<file path="config.mk">
export PLATFORM = sky130hd
export DESIGN_NAME = f_mant_normalizer
export DESIGN_NICKNAME = d
export VERILOG_FILES = /design/src/rtl/f_pkg.sv /design/src/rtl/F_priority_encoder.sv /design/src/rtl/f_mant_normalizer.sv
export SDC_FILE = /design/constraint.sdc
export NUM_CORES = 1
export LEC_CHECK = 0
export ABC_CLOCK_PERIOD_IN_PS = 2550
export BUFFER_PORTS_ARGS = -buffer_cell sky130_fd_sc_hd__buf_4
export CORE_MARGIN = 2
export CORE_UTILIZATION = 50
export CTS_CLUSTER_SIZE = 40
export DETAILED_ROUTE_END_ITERATION = 8
export PLACE_DENSITY = 0.77
export SLEW_MARGIN = 20
export SYNTH_ARGS = -nofsm -noshare
export SYNTH_HDL_FRONTEND = slang
export SYNTH_SLANG_ARGS = --single-unit
</file>
<file path="constraint.sdc">
create_clock -name clk -period 2.55 [get_ports clk]
set_clock_uncertainty 0.1 [all_clocks]
set_input_delay 0.3825 -clock clk [delete_from_list [all_inputs] [get_ports clk]]
set_output_delay 0.3825 -clock clk [all_outputs]
set_load 0.01 [all_outputs]
</file>
<file path="src/rtl/f_pkg.sv">
// rtl/f_pkg.sv - shared FP32 types and constants for the normalize stage
//
// Purpose: field widths, the packed FP32 layout and the normalize classes
// that S1 hands to S2.
package f_pkg;

  localparam int FP32_EXP_W  = 8;
  localparam int FP32_FRAC_W = 23;
  localparam logic [FP32_EXP_W-1:0] EXP_INF = 8'hFF;

  typedef struct packed {
    logic                   sign;
    logic [FP32_EXP_W-1:0]  exp;
    logic [FP32_FRAC_W-1:0] frac;
  } fp32_t;

  typedef enum logic [2:0] {
    NC_PASS,
    NC_CARRY,
    NC_NORM,
    NC_LSHIFT,
    NC_ZERO,
    NC_SUBN
  } norm_class_e;

endpackage

</file>
<file path="src/rtl/F_priority_encoder.sv">
// rtl/F_priority_encoder.sv - leading-one detector for the mantissa normalizer
//
// Purpose: reports the position of the most significant set bit.
// Ports:
//   req_i    WIDTH  input vector
//   pos_o    POS_W  1-based index of the highest set bit (0 when none set)
//   found_o  1      any bit set
module F_priority_encoder #(
  parameter int WIDTH = 23,
  parameter int POS_W = 5
) (
  input  logic [WIDTH-1:0] req_i,
  output logic [POS_W-1:0] pos_o,
  output logic             found_o
);

  always_comb begin
    pos_o   = '0;
    found_o = |req_i;
    // Ascending scan: the last hit written is the most significant one.
    for (int i = 0; i < WIDTH; i++) begin
      if (req_i[i]) begin
        pos_o = POS_W'(i + 1);
      end
    end
  end

endmodule

</file>
<file path="src/rtl/f_mant_normalizer.sv">
// rtl/f_mant_normalizer.sv - post-add normalize stage producing packed FP32
//
// Purpose: two-stage pipeline. S1 classifies the raw adder result and picks
// the shift; S2 applies the shift and packs sign/exponent/fraction.
// Ports:
//   clk, reset                    clock, async active-high reset
//   in_valid/in_ready             input handshake
//   in_sign, in_exp, in_mant      raw sign, biased exponent, 25-bit magnitude
//   out_valid/out_ready           output handshake
//   out_result                    packed FP32 {sign, exp, frac}
//   out_zero, out_ovf, out_inexact result flags
module f_mant_normalizer
  import f_pkg::*;
#(
  parameter bit FLUSH_DENORM = 1'b0
) (
  input  logic        clk,
  input  logic        reset,
  input  logic        in_valid,
  output logic        in_ready,
  input  logic        in_sign,
  input  logic [7:0]  in_exp,
  input  logic [24:0] in_mant,
  output logic        out_valid,
  input  logic        out_ready,
  output logic [31:0] out_result,
  output logic        out_zero,
  output logic        out_ovf,
  output logic        out_inexact
);

  // Handshake
  logic s1_valid_q, s2_valid_q;
  logic s1_load, s2_load;

  assign s2_load  = !s2_valid_q | out_ready;
  assign s1_load  = !s1_valid_q | s2_load;
  assign in_ready = s1_load;

  // S1 classify
  logic [4:0]  pe_pos;
  logic        pe_found;
  logic [8:0]  e9, lz9, e_inc;
  logic [7:0]  s1_exp_d;
  logic        s1_shr_d;
  logic [4:0]  s1_amt_d;
  norm_class_e s1_cls_d;

  F_priority_encoder #(.WIDTH(23), .POS_W(5)) u_lod (
    .req_i   (in_mant[22:0]),
    .pos_o   (pe_pos),
    .found_o (pe_found)
  );

  // Exponent 0 carries the same weight as exponent 1 (subnormal input).
  assign e9    = (in_exp == 8'd0) ? 9'd1 : {1'b0, in_exp};
  assign lz9   = 9'd24 - {4'b0, pe_pos};
  assign e_inc = e9 + 9'd1;

  always_comb begin
    s1_cls_d = NC_NORM;
    s1_exp_d = e9[7:0];
    s1_shr_d = 1'b0;
    s1_amt_d = 5'd0;
    if (in_exp == EXP_INF) begin
      s1_cls_d = NC_PASS;
      s1_exp_d = EXP_INF;
    end else if (in_mant[24]) begin
      s1_cls_d = NC_CARRY;
      s1_shr_d = 1'b1;
      s1_amt_d = 5'd1;
      s1_exp_d = (e_inc >= 9'd255) ? EXP_INF : e_inc[7:0];
    end else if (in_mant[23]) begin
      s1_cls_d = NC_NORM;
    end else if (!pe_found) begin
      s1_cls_d = NC_ZERO;
      s1_exp_d = 8'd0;
    end else if (e9 > lz9) begin
      s1_cls_d = NC_LSHIFT;
      s1_amt_d = lz9[4:0];
      s1_exp_d = 8'(e9 - lz9);
    end else if (FLUSH_DENORM) begin
      s1_cls_d = NC_ZERO;
      s1_exp_d = 8'd0;
    end else begin
      // Shift only as far as the minimum exponent allows; the hidden-bit
      // position is never reached, so the result stays subnormal.
      s1_cls_d = NC_SUBN;
      s1_amt_d = 5'(e9 - 9'd1);
      s1_exp_d = 8'd0;
    end
  end

  // S1 register
  logic        s1_sign_q, s1_shr_q;
  logic [7:0]  s1_exp_q;
  logic [4:0]  s1_amt_q;
  logic [24:0] s1_mant_q;
  norm_class_e s1_cls_q;

  always_ff @(posedge clk or posedge reset) begin
    if (reset) begin
      s1_valid_q <= 1'b0;
      s1_sign_q  <= 1'b0;
      s1_exp_q   <= 8'd0;
      s1_shr_q   <= 1'b0;
      s1_amt_q   <= 5'd0;
      s1_cls_q   <= NC_ZERO;
      s1_mant_q  <= 25'd0;
    end else if (s1_load) begin
      s1_valid_q <= in_valid;
      if (in_valid) begin
        s1_sign_q <= in_sign;
        s1_exp_q  <= s1_exp_d;
        s1_shr_q  <= s1_shr_d;
        s1_amt_q  <= s1_amt_d;
        s1_cls_q  <= s1_cls_d;
        s1_mant_q <= in_mant;
      end
    end
  end

  // S2 shift and pack; truncation only, rounding happens downstream.
  logic [22:0] frac_sh;
  fp32_t       res_d, res_q;
  logic        zero_d, ovf_d, inx_d;
  logic        zero_q, ovf_q, inx_q;

  assign frac_sh = s1_shr_q ? s1_mant_q[23:1] : 23'(s1_mant_q << s1_amt_q);

  always_comb begin
    res_d  = '{sign: s1_sign_q, exp: s1_exp_q, frac: frac_sh};
    zero_d = 1'b0;
    ovf_d  = 1'b0;
    inx_d  = 1'b0;
    case (s1_cls_q)
      NC_PASS: res_d.frac = s1_mant_q[22:0];
      NC_CARRY: begin
        inx_d = s1_mant_q[0];
        if (s1_exp_q == EXP_INF) begin
          ovf_d      = 1'b1;
          res_d.frac = 23'd0;
        end
      end
      NC_ZERO: begin
        zero_d = 1'b1;
        res_d  = '{sign: s1_sign_q, exp: 8'd0, frac: 23'd0};
      end
      default: ;
    endcase
  end

  always_ff @(posedge clk or posedge reset) begin
    if (reset) begin
      s2_valid_q <= 1'b0;
      res_q      <= '0;
      zero_q     <= 1'b0;
      ovf_q      <= 1'b0;
      inx_q      <= 1'b0;
    end else if (s2_load) begin
      s2_valid_q <= s1_valid_q;
      if (s1_valid_q) begin
        res_q  <= res_d;
        zero_q <= zero_d;
        ovf_q  <= ovf_d;
        inx_q  <= inx_d;
      end
    end
  end

  assign out_valid   = s2_valid_q;
  assign out_result  = res_q;
  assign out_zero    = zero_q;
  assign out_ovf     = ovf_q;
  assign out_inexact = inx_q;

endmodule

</file>
==> impl_metrics.py <==
metrics = {
    "status": {
        "run_status": "finished with violations",
        "violations": "negative setup slack",
    },
    "floorplanning": {
        "chipWidth_microns": 110.4,
        "start_util_pct": 51.81,
        "die_height_microns": 110.4,
        "die-area_sq_mm": 0.01220,
        "fp-row-count": 38,
        "ios": 75,
        "coreArea_sq_mm": 0.01094,
    },
    "grt": {
        "grt_pass1_vias": 5624,
        "overflow": 0,
        "grt_pass1_wl_mm": 29.10,
        "grtUsageTotal_pct": 28.85,
        "antenna_found_initial": 0,
        "grt_max_degree": 53,
    },
    "critical_path": {
        "critPathCaptureType": "flip-flop",
        "crit_type": "in2reg",
        "path_max_fanout": 3,
        "worstSetupStartpointType": "input port",
        "cp.arrival_ps": 3370,
        "crit_required_ps": 2680,
    },
    "place": {
        "hpwl_mm": 13.06,
        "gp_congestion": 1.014,
        "dpl.cell_count": 914,
        "place_area_sq_mm": 0.007102,
        "port_buffers": 74,
    },
    "logic_synthesis": {
        "yosysWarnings": 0,
        "synthSimpleGateAreaFrac_pct": 21.07,
        "synth_compound_area_share_pct": 20.80,
        "synth_area_sq_mm": 0.005665,
        "synth_fa_ha_area_share_pct": 2.783,
        "synth-edff-count": 0,
        "synth_xor_area_share_pct": 1.546,
        "syn_area_per_cell_sq_um": 8.825,
        "async_reset_ff_share_pct": 100.0,
        "synth_cell_types": 71,
        "netlist_instances": 642,
        "ys_ff_latch": 79,
        "synth_mux_area_share_pct": 13.94,
        "synthFlopType": "dfrtp_1",
        "synth_top_family_by_area": "simple AND/OR/NAND/NOR gates",
        "seq_area_frac_synth_pct": 34.92,
    },
    "drt": {
        "routed_via_density": 6.194,
        "drtAntennaViolNets": 0,
        "vias": 5810,
        "dr.pass1.iters": 6,
        "drtIter0Drc": 604,
        "drc": 0,
        "wl_per_cell_microns": 18.57,
        "drt-total-wl_mm": 17.42,
    },
    "cts": {
        "cts_tree": "done",
        "htree_levels": 3,
        "cts_hold_buf": 0,
        "clock_latency_ps": 340,
        "cts_buffers": 9,
        "clk_pin_slew_ps": 60,
        "cts_sinks": 79,
        "root_buffer": "clkbuf_16",
        "clock_path_buffers": 2,
    },
    "final_layout": {
        "drive_gt1_share_pct": 34.46,
        "diodes": 0,
        "design_area_sq_mm": 0.007597,
        "mostFrequentLayoutCells": "181 x buf_4, 116 x nand2_1, 76 x dfrtp_1, 56 x nor2_1, 30 x o21ai_0",
        "num-nets-final": 843,
        "areaGrowthSynthToFinish_pct": 34.10,
        "final_common_cell": "buf_4",
        "nFillCells": 869,
        "stdcell_count": 938,
        "utilization_pct": 69.47,
    },
    "hold_path": {
        "hold_path_class": "in2async",
    },
    "timing": {
        "max_freq_mhz": 308.2,
        "setup_ws_ps": -694.7,
        "maxSlewHeadroom_pct": 48.70,
        "finalHoldViolations": 0,
        "rsz0062_at_grt": "true",
        "setup_violations": 15,
        "slew_viol_final": 0,
        "fin_crit_sh_pct": 127.2,
        "worstMarginPinSlew_ps": 769.5,
        "fin_crit_ps": 3245,
    },
    "pwr": {
        "sw_frac_of_total_pct": 34.63,
        "power.share.sequential_pct": 34.2,
        "p_leak_nw": 3.447,
        "power_switching_w": 0.001743,
        "ir_drop_v": 0.0004961,
        "pwr-share-comb_pct": 40.4,
        "internal_power_w": 0.003290,
        "p_per_area_mw_per_mm2": 662.4,
        "p_clk_share_pct": 25.4,
    },
    "job": {
        "maxCapViolations": 0,
    },
}
==> through the flow <==
step                setup TNS (ps)  setup slack [ps]  hold slack, ps  total power, W
floorplan                   -12410            -968.8           338.6        0.002855
finish                       -9545            -694.7           20.92        0.005033
detailed placement          -16650             -1179           385.1        0.003676
CTS                          -9519            -727.8           39.28        0.004979
global placement            -15520             -1144           370.1        0.003615
global route                -11650            -835.0           78.44        0.005304
==> logic make-up after synthesis <==
logic type,Yosys count
fa+ha+maj,12
mux,46
flops,79
buf+inv,64
xor+xnor,10
simple gates,260
compound gates,170
other cells,1
==> critical path, stage by stage <==
cell and delay (ps):
buf_6 90, or3_4 380, or2_4 230, a211o_1 240, a31oi_1 170, or2_4 150
inv_2 40, ha_4 280, inv_4 40, ha_4 210, nor2b_4 120, o31a_1 290
o21ai_2 180, mux2_4 320, o32ai_2 200, nor2_1 60
==> worst paths after layout <==
kind | from | to | slack [ps] | cells past startpoint
worst max-delay path | in_mant[13] | s1_exp_q[5]$_DFFE_PP0P_ | -690 | 16
worst min-delay path | reset | out_inexact$_DFFE_PP0P_ | 20 | 2
worst max register to register | s1_amt_q[0]$_DFFE_PP0P_ | out_result[21]$_DFFE_PP0P_ | 80 | 6
worst min register to register | out_result[9]$_DFFE_PP0P_ | out_result[9]$_DFFE_PP0P_ | 400 | 2
max in group asynchronous | reset | s1_cls_q[2]$_DFFE_PP1P_ | 1600 | 3
min in group clk | in_sign | s1_sign_q$_DFFE_PP0P_ | 150 | 3
==> Yosys cell counts (6+ instances only) <==
master | n | area, sq um
nand2_1 | 117 | 439.2
dfrtp_1 | 78 | 1952
nor2_1 | 56 | 210.2
clkbuf_1 | 41 | 153.9
o21ai_0 | 40 | 200.2
a21oi_1 | 26 | 130.1
mux4_2 | 18 | 405.4
a22o_1 | 16 | 140.1
nor3_1 | 16 | 80.08
a22oi_1 | 15 | 112.6
nor2b_1 | 15 | 93.84
a221oi_1 | 12 | 105.1
ha_1 | 11 | 137.6
inv_1 | 11 | 41.29
mux2i_1 | 11 | 110.1
mux2_2 | 10 | 112.6
a31oi_1 | 8 | 50.05
nand2b_1 | 8 | 50.05
o31ai_1 | 7 | 52.55
nand3_1 | 6 | 30.03
or4_1 | 6 | 45.04
xor2_1 | 6 | 52.55
==> per-layer routing <==
metal  up-vias  part of all wire [%]  global-route usage, %
met4         0                   2.3                  8.583
met3        32                   7.7                  4.885
li1       2672                     -                      -
met5         -                     0                      0
met1      2818                    43                  40.86
met2       288                    47                  45.73
==> state kept, by name (all words and copies together) (netlist names) <==
| name | count |
|---|---|
| s1_mant_q | 24 |
| out_zero | 1 |
| out_valid | 1 |
| s1_amt_q | 5 |
| s1_shr_q | 1 |
| s1_exp_q | 8 |
| out_inexact | 1 |
| s1_cls_q | 3 |
| s1_valid_q | 1 |
| out_ovf | 1 |
| out_result | 32 |
| s1_sign_q | 1 |
==> final cells by class <==
class | count | area, sq um | share of cell area, %
Timing Repair Buffer | 188 | 1455 | 19.15
Clock inverter | 6 | 61.31 | 0.8070
Clock buffer | 10 | 229.0 | 3.014
Inverter | 13 | 51.30 | 0.6752
Tap cell | 140 | 175.2 | 2.306
Sequential cell | 79 | 1981 | 26.07
Multi-Input combinational cell | 502 | 3645 | 47.97
==> power by group through the flow <==
stage / sequential [W] / combinational (W) / clock [W]
detailed placement: 0.00174 / 0.00194 / 0
global placement: 0.00171 / 0.00190 / 0
global route: 0.00175 / 0.00220 / 0.00135
CTS: 0.00172 / 0.00198 / 0.00128
finish: 0.00172 / 0.00203 / 0.00128
floorplan: 0.00176 / 0.00109 / 0
==> what timing repair did <==
item | 4_1_cts | 5_1_grt
gates resized for setup | 18 | 19
setup endpoints to repair | 17 | 18
setup buffers | 4 | 4
pin swaps | 13 | 10
No activity file was read; power rests on OpenSTA's default activity.
